File: config.mk
export PLATFORM = sky130hd
export DESIGN_NAME = sar_search_controller
export DESIGN_NICKNAME = d
export VERILOG_FILES = /design/src/rtl/sar_search_controller.sv
export SDC_FILE = /design/constraint.sdc
export NUM_CORES = 1
export LEC_CHECK = 0
export ABC_AREA = 1
export BUFFER_PORTS_ARGS = -buffer_cell sky130_fd_sc_hd__buf_2
export CAP_MARGIN = 20
export CORE_ASPECT_RATIO = 2
export CORE_MARGIN = 1
export CORE_UTILIZATION = 45
export CTS_CLUSTER_DIAMETER = 50
export DETAILED_ROUTE_END_ITERATION = 7
export SLEW_MARGIN = 30
export SYNTH_ARGS = -nofsm -noshare
export SYNTH_HDL_FRONTEND = slang
export SYNTH_SLANG_ARGS = --single-unit
File: constraint.sdc
create_clock -name clk -period 2.4 [get_ports clk]
set_clock_uncertainty 0.05 [all_clocks]
set_input_delay 0 -clock clk [delete_from_list [all_inputs] [get_ports clk]]
set_output_delay 0 -clock clk [all_outputs]
set_load 0.03 [all_outputs]
File: src/rtl/sar_search_controller.sv
// Successive-approximation search controller: drives a 20-bit trial value to an
// external comparator and resolves the target MSB-first, one comparison per cycle.
module sar_search_controller (
  input  logic        clk,
  input  logic        rst,
  input  logic        start,
  input  logic        cmp_lt,
  input  logic        cmp_gt,
  input  logic        cmp_eq,
  output logic [19:0] guess,
  output logic        busy,
  output logic        done,
  output logic        found,
  output logic        error,
  output logic [19:0] result,
  output logic [4:0]  steps
);

  typedef enum logic [1:0] {IDLE, PROBE, CHECK, DONE} state_t;

  state_t      r_state;
  state_t      w_next;
  logic [19:0] r_acc;
  logic [19:0] r_guess;
  logic [19:0] r_result;
  logic [4:0]  r_idx;
  logic [4:0]  r_steps;
  logic        r_found;
  logic        r_error;
  logic        w_legal;
  logic [19:0] w_acc_upd;
  logic [19:0] w_next_bit;

  // A comparator reply is trusted only when it is strictly one-hot.
  function automatic logic is_legal(input logic lt, input logic gt, input logic eq);
    return (lt & ~gt & ~eq) | (~lt & gt & ~eq) | (~lt & ~gt & eq);
  endfunction

  always_comb begin
    w_legal    = is_legal(cmp_lt, cmp_gt, cmp_eq);
    w_acc_upd  = r_acc;
    w_acc_upd[r_idx] = cmp_lt;
    w_next_bit = 20'h1 << (r_idx - 5'd1);
  end

  always_ff @(posedge clk) begin
    if (rst) r_state <= IDLE;
    else     r_state <= w_next;
  end

  always_comb begin
    w_next = r_state;
    unique case (r_state)
      IDLE:    if (start) w_next = PROBE;
      PROBE: begin
        if (!w_legal || cmp_eq) w_next = DONE;
        else if (r_idx == 5'd0) w_next = CHECK;
      end
      CHECK:   w_next = DONE;
      DONE:    w_next = IDLE;
      default: w_next = IDLE;
    endcase
  end

  always_comb begin
    busy = (r_state == PROBE) || (r_state == CHECK);
    done = (r_state == DONE);
  end

  always_ff @(posedge clk) begin
    if (rst) begin
      r_acc    <= '0;
      r_guess  <= '0;
      r_result <= '0;
      r_idx    <= '0;
      r_steps  <= '0;
      r_found  <= 1'b0;
      r_error  <= 1'b0;
    end else begin
      unique case (r_state)
        IDLE: begin
          if (start) begin
            r_acc   <= '0;
            r_found <= 1'b0;
            r_error <= 1'b0;
            r_steps <= '0;
            r_idx   <= 5'd19;
            r_guess <= 20'h80000;
          end
        end
        PROBE: begin
          if (!w_legal) begin
            r_error  <= 1'b1;
            r_found  <= 1'b0;
            r_result <= r_acc;
          end else begin
            r_steps <= r_steps + 5'd1;
            if (cmp_eq) begin
              r_found  <= 1'b1;
              r_result <= r_guess;
            end else begin
              r_acc <= w_acc_upd;
              // Last bit resolved: re-present the final accumulator for confirmation.
              if (r_idx != 5'd0) begin
                r_idx   <= r_idx - 5'd1;
                r_guess <= w_acc_upd | w_next_bit;
              end else begin
                r_guess <= w_acc_upd;
              end
            end
          end
        end
        CHECK: begin
          if (!w_legal) begin
            r_error  <= 1'b1;
            r_found  <= 1'b0;
            r_result <= r_acc;
          end else begin
            r_steps  <= r_steps + 5'd1;
            r_result <= r_guess;
            r_found  <= cmp_eq;
          end
        end
        default: ;
      endcase
    end
  end

  assign guess  = r_guess;
  assign found  = r_found;
  assign error  = r_error;
  assign result = r_result;
  assign steps  = r_steps;

endmodule

======== Yosys cells after proc, flatten, opt, wreduce, memory -nomap -nowiden ========
Cells that the tools add are included.
W data, S select, Z words.
word-level totals
  register bits ........................... 74
  input port bits ......................... 6
  output and inout port bits .............. 49
  logic and storage cells ................. 90
cells by class
  add/subtract/negate cells ............... 2
  $lt $le $gt $ge ......................... 2
  eq/ne operators ......................... 11
  shifts and indexed selects .............. 1
  multiplexer cells ....................... 35
  bitwise logic cells ..................... 12
  reductions and logical operators ........ 19
operators with widths
  kind                    number
  $mux W20                10
  $pmux W20 S2            3
  $mux W5                 6
  $bwmux W20              1
  $or A20 B20 Y20         1
  $pmux W5 S2             2
  $shl A1 B5 Y20 const A  1
  $reduce_and A3 Y1       3
  $ne A2 B2 Y1 const B    4
  $pmux W2 S4             1
  $and A1 B1 Y1           6
  $lt A5 B6 Y1 const B    1
  $mux W1                 6
  $mux W2                 3
  $ne A3 B3 Y1 const B    2
  $reduce_bool A2 Y1      3
  $add A5 B1 Y5 const B   1
  $demux W1 S5            1
  $ge A5 B1 Y1 const B    1
  $logic_not A5 Y1        1
  $reduce_and A5 Y1       1
  $reduce_bool A5 Y1      1
  $sub A5 B1 Y5 const B   1
  $eq A2 B2 Y1 const B    2
  other kinds (14)        20

======== Logic depth before layout (Yosys ltp) ========
  depth after elaboration ................. 10
  mapped depth ............................ 13
  mapped depth without buffers ............ 11

======== Worst setup path after synthesis ========
OpenSTA, ideal clock, no wires.
  path type ............................... register to register
  from .................................... register r_state[0]
  to ...................................... register r_steps[2], in the netlist steps[2]
  setup time .............................. 70 ps
  data arrival time ....................... 1,616 ps
  data required time ...................... 2,280 ps
  slack ................................... 663 ps
  stages on the path, launching flop included .. 9
  period minus slack after synthesis ...... 1,737 ps
  path through ............................ dfxtp_1 > inv_1 > ha_1 > inv_1 > a21oi_1 > nand2_2 > inv_2 > nand2_1 > a21oi_1
between the ends
  longest elaborated chain between the ends .. 4
  elaborated cells between the ends (all ways) .. 9
  classes of those cells .................. eq/ne: 4; mux: 1; reduce/logical: 4
ends and longest elaborated chain
  element                                                                     line  RTL
  from (decl)                                                                 21    state_t r_state;
  from (signal assigned)                                                      48    else r_state <= w_next;
  $eq A2 B1 Y1 / $eq A2 B2 Y1 (equally long branches)                         80    unique case (r_state)
  $reduce_or A2 Y1 (no source line)                                           n/a
  $ne A2 B1 Y1 (no source line) / $reduce_bool A2 Y1 (equally long branches)  n/a
  $reduce_and A3 Y1 (no source line)                                          n/a
  to (signal assigned)                                                        97    r_steps <= r_steps + 5'd1;
  to (signal assigned)                                                        119   r_steps <= r_steps + 5'd1;
  to (decl)                                                                   27    logic [4:0] r_steps;
Several ways; a longest one is shown, not always the timed one.
A chain may end at the register's enable or synchronous reset.

======== Worst setup path in the final report ========
  from .................................... register r_idx[0]
  to ...................................... register r_guess[9], in the netlist guess[9]
between the ends
  longest elaborated chain between the ends .. 10
  elaborated cells between the ends (all ways) .. 14
  classes of those cells .................. add/sub: 1; order compare: 2; shift: 1; mux: 7; bitwise: 1; reduce/logical: 2
ends and longest elaborated chain
  element                                                                    line  RTL
  from (decl)                                                                26    logic [4:0] r_idx;
  from (signal assigned)                                                     105   r_idx <= r_idx - 5'd1;
  $lt A5 B6 Y1 (not written as such) / $ge A5 B1 Y1 (equally long branches)  42    w_acc_upd[r_idx] = cmp_lt;
  $logic_and A1 B1 Y1 (not written as such)                                  42
  $mux W1 (not written as such)                                              42
  $demux W1 S5                                                               42
  $bwmux W20                                                                 42
  $or A20 B20 Y20                                                            106   r_guess <= w_acc_upd | w_next_bit;
  $mux W20 (*)                                                               104   if (r_idx != 5'd0) begin
  $mux W20 (*)                                                               98    if (cmp_eq) begin
  $mux W20 (*)                                                               92    if (!w_legal) begin
  $pmux W20 S2 (*)                                                           80
  to (signal assigned)                                                       106
  to (signal assigned)                                                       108   r_guess <= w_acc_upd;
  to (decl)                                                                  24    logic [19:0] r_guess;
Mark *: on every way between the ends. The rest lies on a longest branch, timed or not. The select of a mux whose other input is x is not followed.

==> results.py <==
metrics = {
    "clock_network": {
        "clock_path_buffers": 2,
        "numClockSinks": 74,
        "clkTransAtPathRegs_ps": 60,
        "h-tree-depth": 3,
        "cts_buffers": 9,
        "clk-insertion-delay-late_ps": 340,
        "cts_tree": "done",
        "cts-root-buf": "clkbuf_16",
        "postCtsSetupRepairBufs": 0,
    },
    "global_route": {
        "gr-total-overflow": 0,
        "antenna_found_initial": 0,
        "grtUsageMet1_pct": 29.69,
        "track_usage_pct": 30.12,
        "use_met3_pct": 4.209,
        "grt_pass1_vias": 3824,
        "grt_first_pass_wirelength_um": 19900,
        "grt_max_degree": 45,
        "grt-busiest-layer": "met2",
        "use_met2_pct": 55.17,
    },
    "synth": {
        "ys_warn_count": 0,
        "synth_top_area_share_pct": 36.91,
        "yosysSeqAreaShare_pct": 36.91,
        "yosysTopAreaCell": "dfxtp_1",
        "synth.avg_cell_area_um2": 6.780,
        "netlist_instances": 592,
        "synthesis.nets": 610,
        "ys_seq_elements": 74,
        "synth.distinct_cells": 29,
        "synth_area_um2": 4014,
        "synth.area.top_cells": "dfxtp_1 (37%), nand2_1 (18%), nand3_1 (6.2%)",
    },
    "power_and_ir_drop": {
        "total_power_mw": 6.204,
        "ir_drop_mv": 0.8701,
        "p_per_area_nw_per_um2": 1339,
        "power.leakage_nw": 2.072,
    },
    "timing": {
        "finalHoldViolCount": 0,
        "rsz0062_at_grt": "no",
        "fmax_ghz": 0.4902,
        "tightestPinTransition_ps": 533.9,
        "tns_ps": 0,
        "drv_slew": 0,
        "max_slew_margin_pct": 64.36,
        "period_needed_ps": 2040,
        "setup_viol": 0,
        "final.period_utilization_pct": 85.00,
    },
    "die": {
        "dieArea_um2": 9324,
        "core_um2": 8648,
        "ios": 55,
        "die_y_um": 135.6,
        "die_x_um": 68.78,
        "initial_core_util_pct": 46.41,
        "row_count": 48,
    },
    "route": {
        "ant_nets": 0,
        "via_per_inst": 5.342,
        "drc": 0,
        "drtIter0Drc": 222,
        "drt_pass1_iterations": 4,
        "routed_wl_um": 12810,
        "dr_total_vias": 3980,
        "avgRoutedWirePerCell_um": 17.19,
    },
    "finish": {
        "finalNetCount": 658,
        "num_antenna_cells": 0,
        "fin_util_pct": 53.56,
        "drive_above_1_share_pct": 19.69,
        "fillCellCount": 918,
        "syn_to_final_growth_pct": 15.40,
    },
    "flow_run": {
        "cap_violations": 0,
    },
    "setup_path": {
        "cp.required_ps": 2620,
        "cp-end-kind": "register",
        "critical_path_class": "reg2reg",
        "crit_arrival_ps": 2260,
        "startpoint_type": "register",
        "cp_max_fo": 12,
    },
    "place": {
        "io_buffers": 54,
        "dp_hpwl_um": 9540,
        "routabilityCongestion": 0.9910,
    },
    "min_path": {
        "hold_class": "in2reg",
    },
    "outcome": {
        "outcome": "finished, final reports clean",
    },
}
metrics by stage:
step	setup WS [ps]	hold WS [ps]	std cells	instance area (µm²)
6_report	359.9	92.19	745	4632
5_1_grt	165.0	159.9	745	4632
4_1_cts	124.4	94.33	745	4624
3_5_place_dp	151.6	400.0	729	4330
3_3_place_gp	250.5	398.2	729	4330
2_1_floorplan	663.3	251.1	592	4014
kinds of logic after synthesis:
group,after synthesis,synth area share (%)
AND/OR/NAND/NOR,337,37.06
AO/OA/AOI/OAI,99,13.28
flip-flops,74,36.91
buffers and inverters,68,8.573
adder cells (fa/ha/maj),12,3.741
XOR/XNOR,2,0.4365
layout make-up:
cell class	instances	area (µm²)	area share [%]
timing repair buffer	69	395.4	8.536
clock inverter	6	65.06	1.405
clock buffer	10	229.0	4.943
sequential	74	1481	31.98
multi-input combinational	450	2196	47.41
tap	100	125.1	2.701
inverter	36	140.1	3.025
worst max-delay path, stage by stage (launching register included):
cell and delay [ps]:
dfxtp_1 350, inv_1 210, ha_2 320, nand3_1 210, nand2_2 180, nand2_2 230
nor2_1 260, nor2_1 80, nor2_1 80
per-layer routing:
metal / wire (µm) / up-vias
li1: - / 2009
met1: 4633 / 1840
met2: 7155 / 98
met3: 322 / 33
met4: 699 / 0
met5: 0 / -
path summary, 6_finish.rpt:
kind / from / end / slack (ps) / cells after the start
setup / recovery: r_idx[0] / guess[9] / 360 / 8
setup reg to reg: r_idx[0] / guess[9] / 360 / 8
hold / removal: start / found / 90 / 5
hold reg to reg: error / error / 420 / 2
where the power goes:
group	switching [mW]	total [mW]	internal, mW
Clock	0.546	1.36	0.809
Combinational	2.33	3.19	0.860
Sequential	0.174	1.66	1.48
Total	3.05	6.20	3.15
synth_stat cells (all sizes together):
master and count:
a21oi 37, nand3 52, buf 20, nor2 75
nand2 201, dfxtp 74, nand4 5, nor3 3
o21bai 5, or2 1, clkbuf 12, o21ai 37
inv 36, a31oi 20, xor2 2, ha 12
layout by cell type, fill, tap and decap left out, drive strengths merged:
cell type / Yosys / routed
dfxtp: 74 / 74
or2: 1 / 1
clkinv: 0 / 2
ha: 12 / 12
inv: 36 / 38
a31oi: 20 / 20
nor3: 3 / 3
o21bai: 5 / 5
bufinv: 0 / 1
nor2: 75 / 75
nand4: 5 / 5
nand3: 52 / 52
clkinvlp: 0 / 1
clkbuf: 12 / 10
nand2: 201 / 201
a21oi: 37 / 37
xor2: 2 / 2
o21ai: 37 / 37
buf: 20 / 69
state kept, by name (all words and copies together), names as in the netlist:
name / cells
guess: 20
r_acc: 20
result: 20
r_idx: 5
steps: 5
r_state: 2
error: 1
found: 1
repair_timing:
action,CTS,global route
hold buffers,0,0
hold endpoints to repair,0,0
resized for setup,0,3
endpoints found under the setup margin,0,14
No activity file was read; power rests on OpenSTA's default activity.
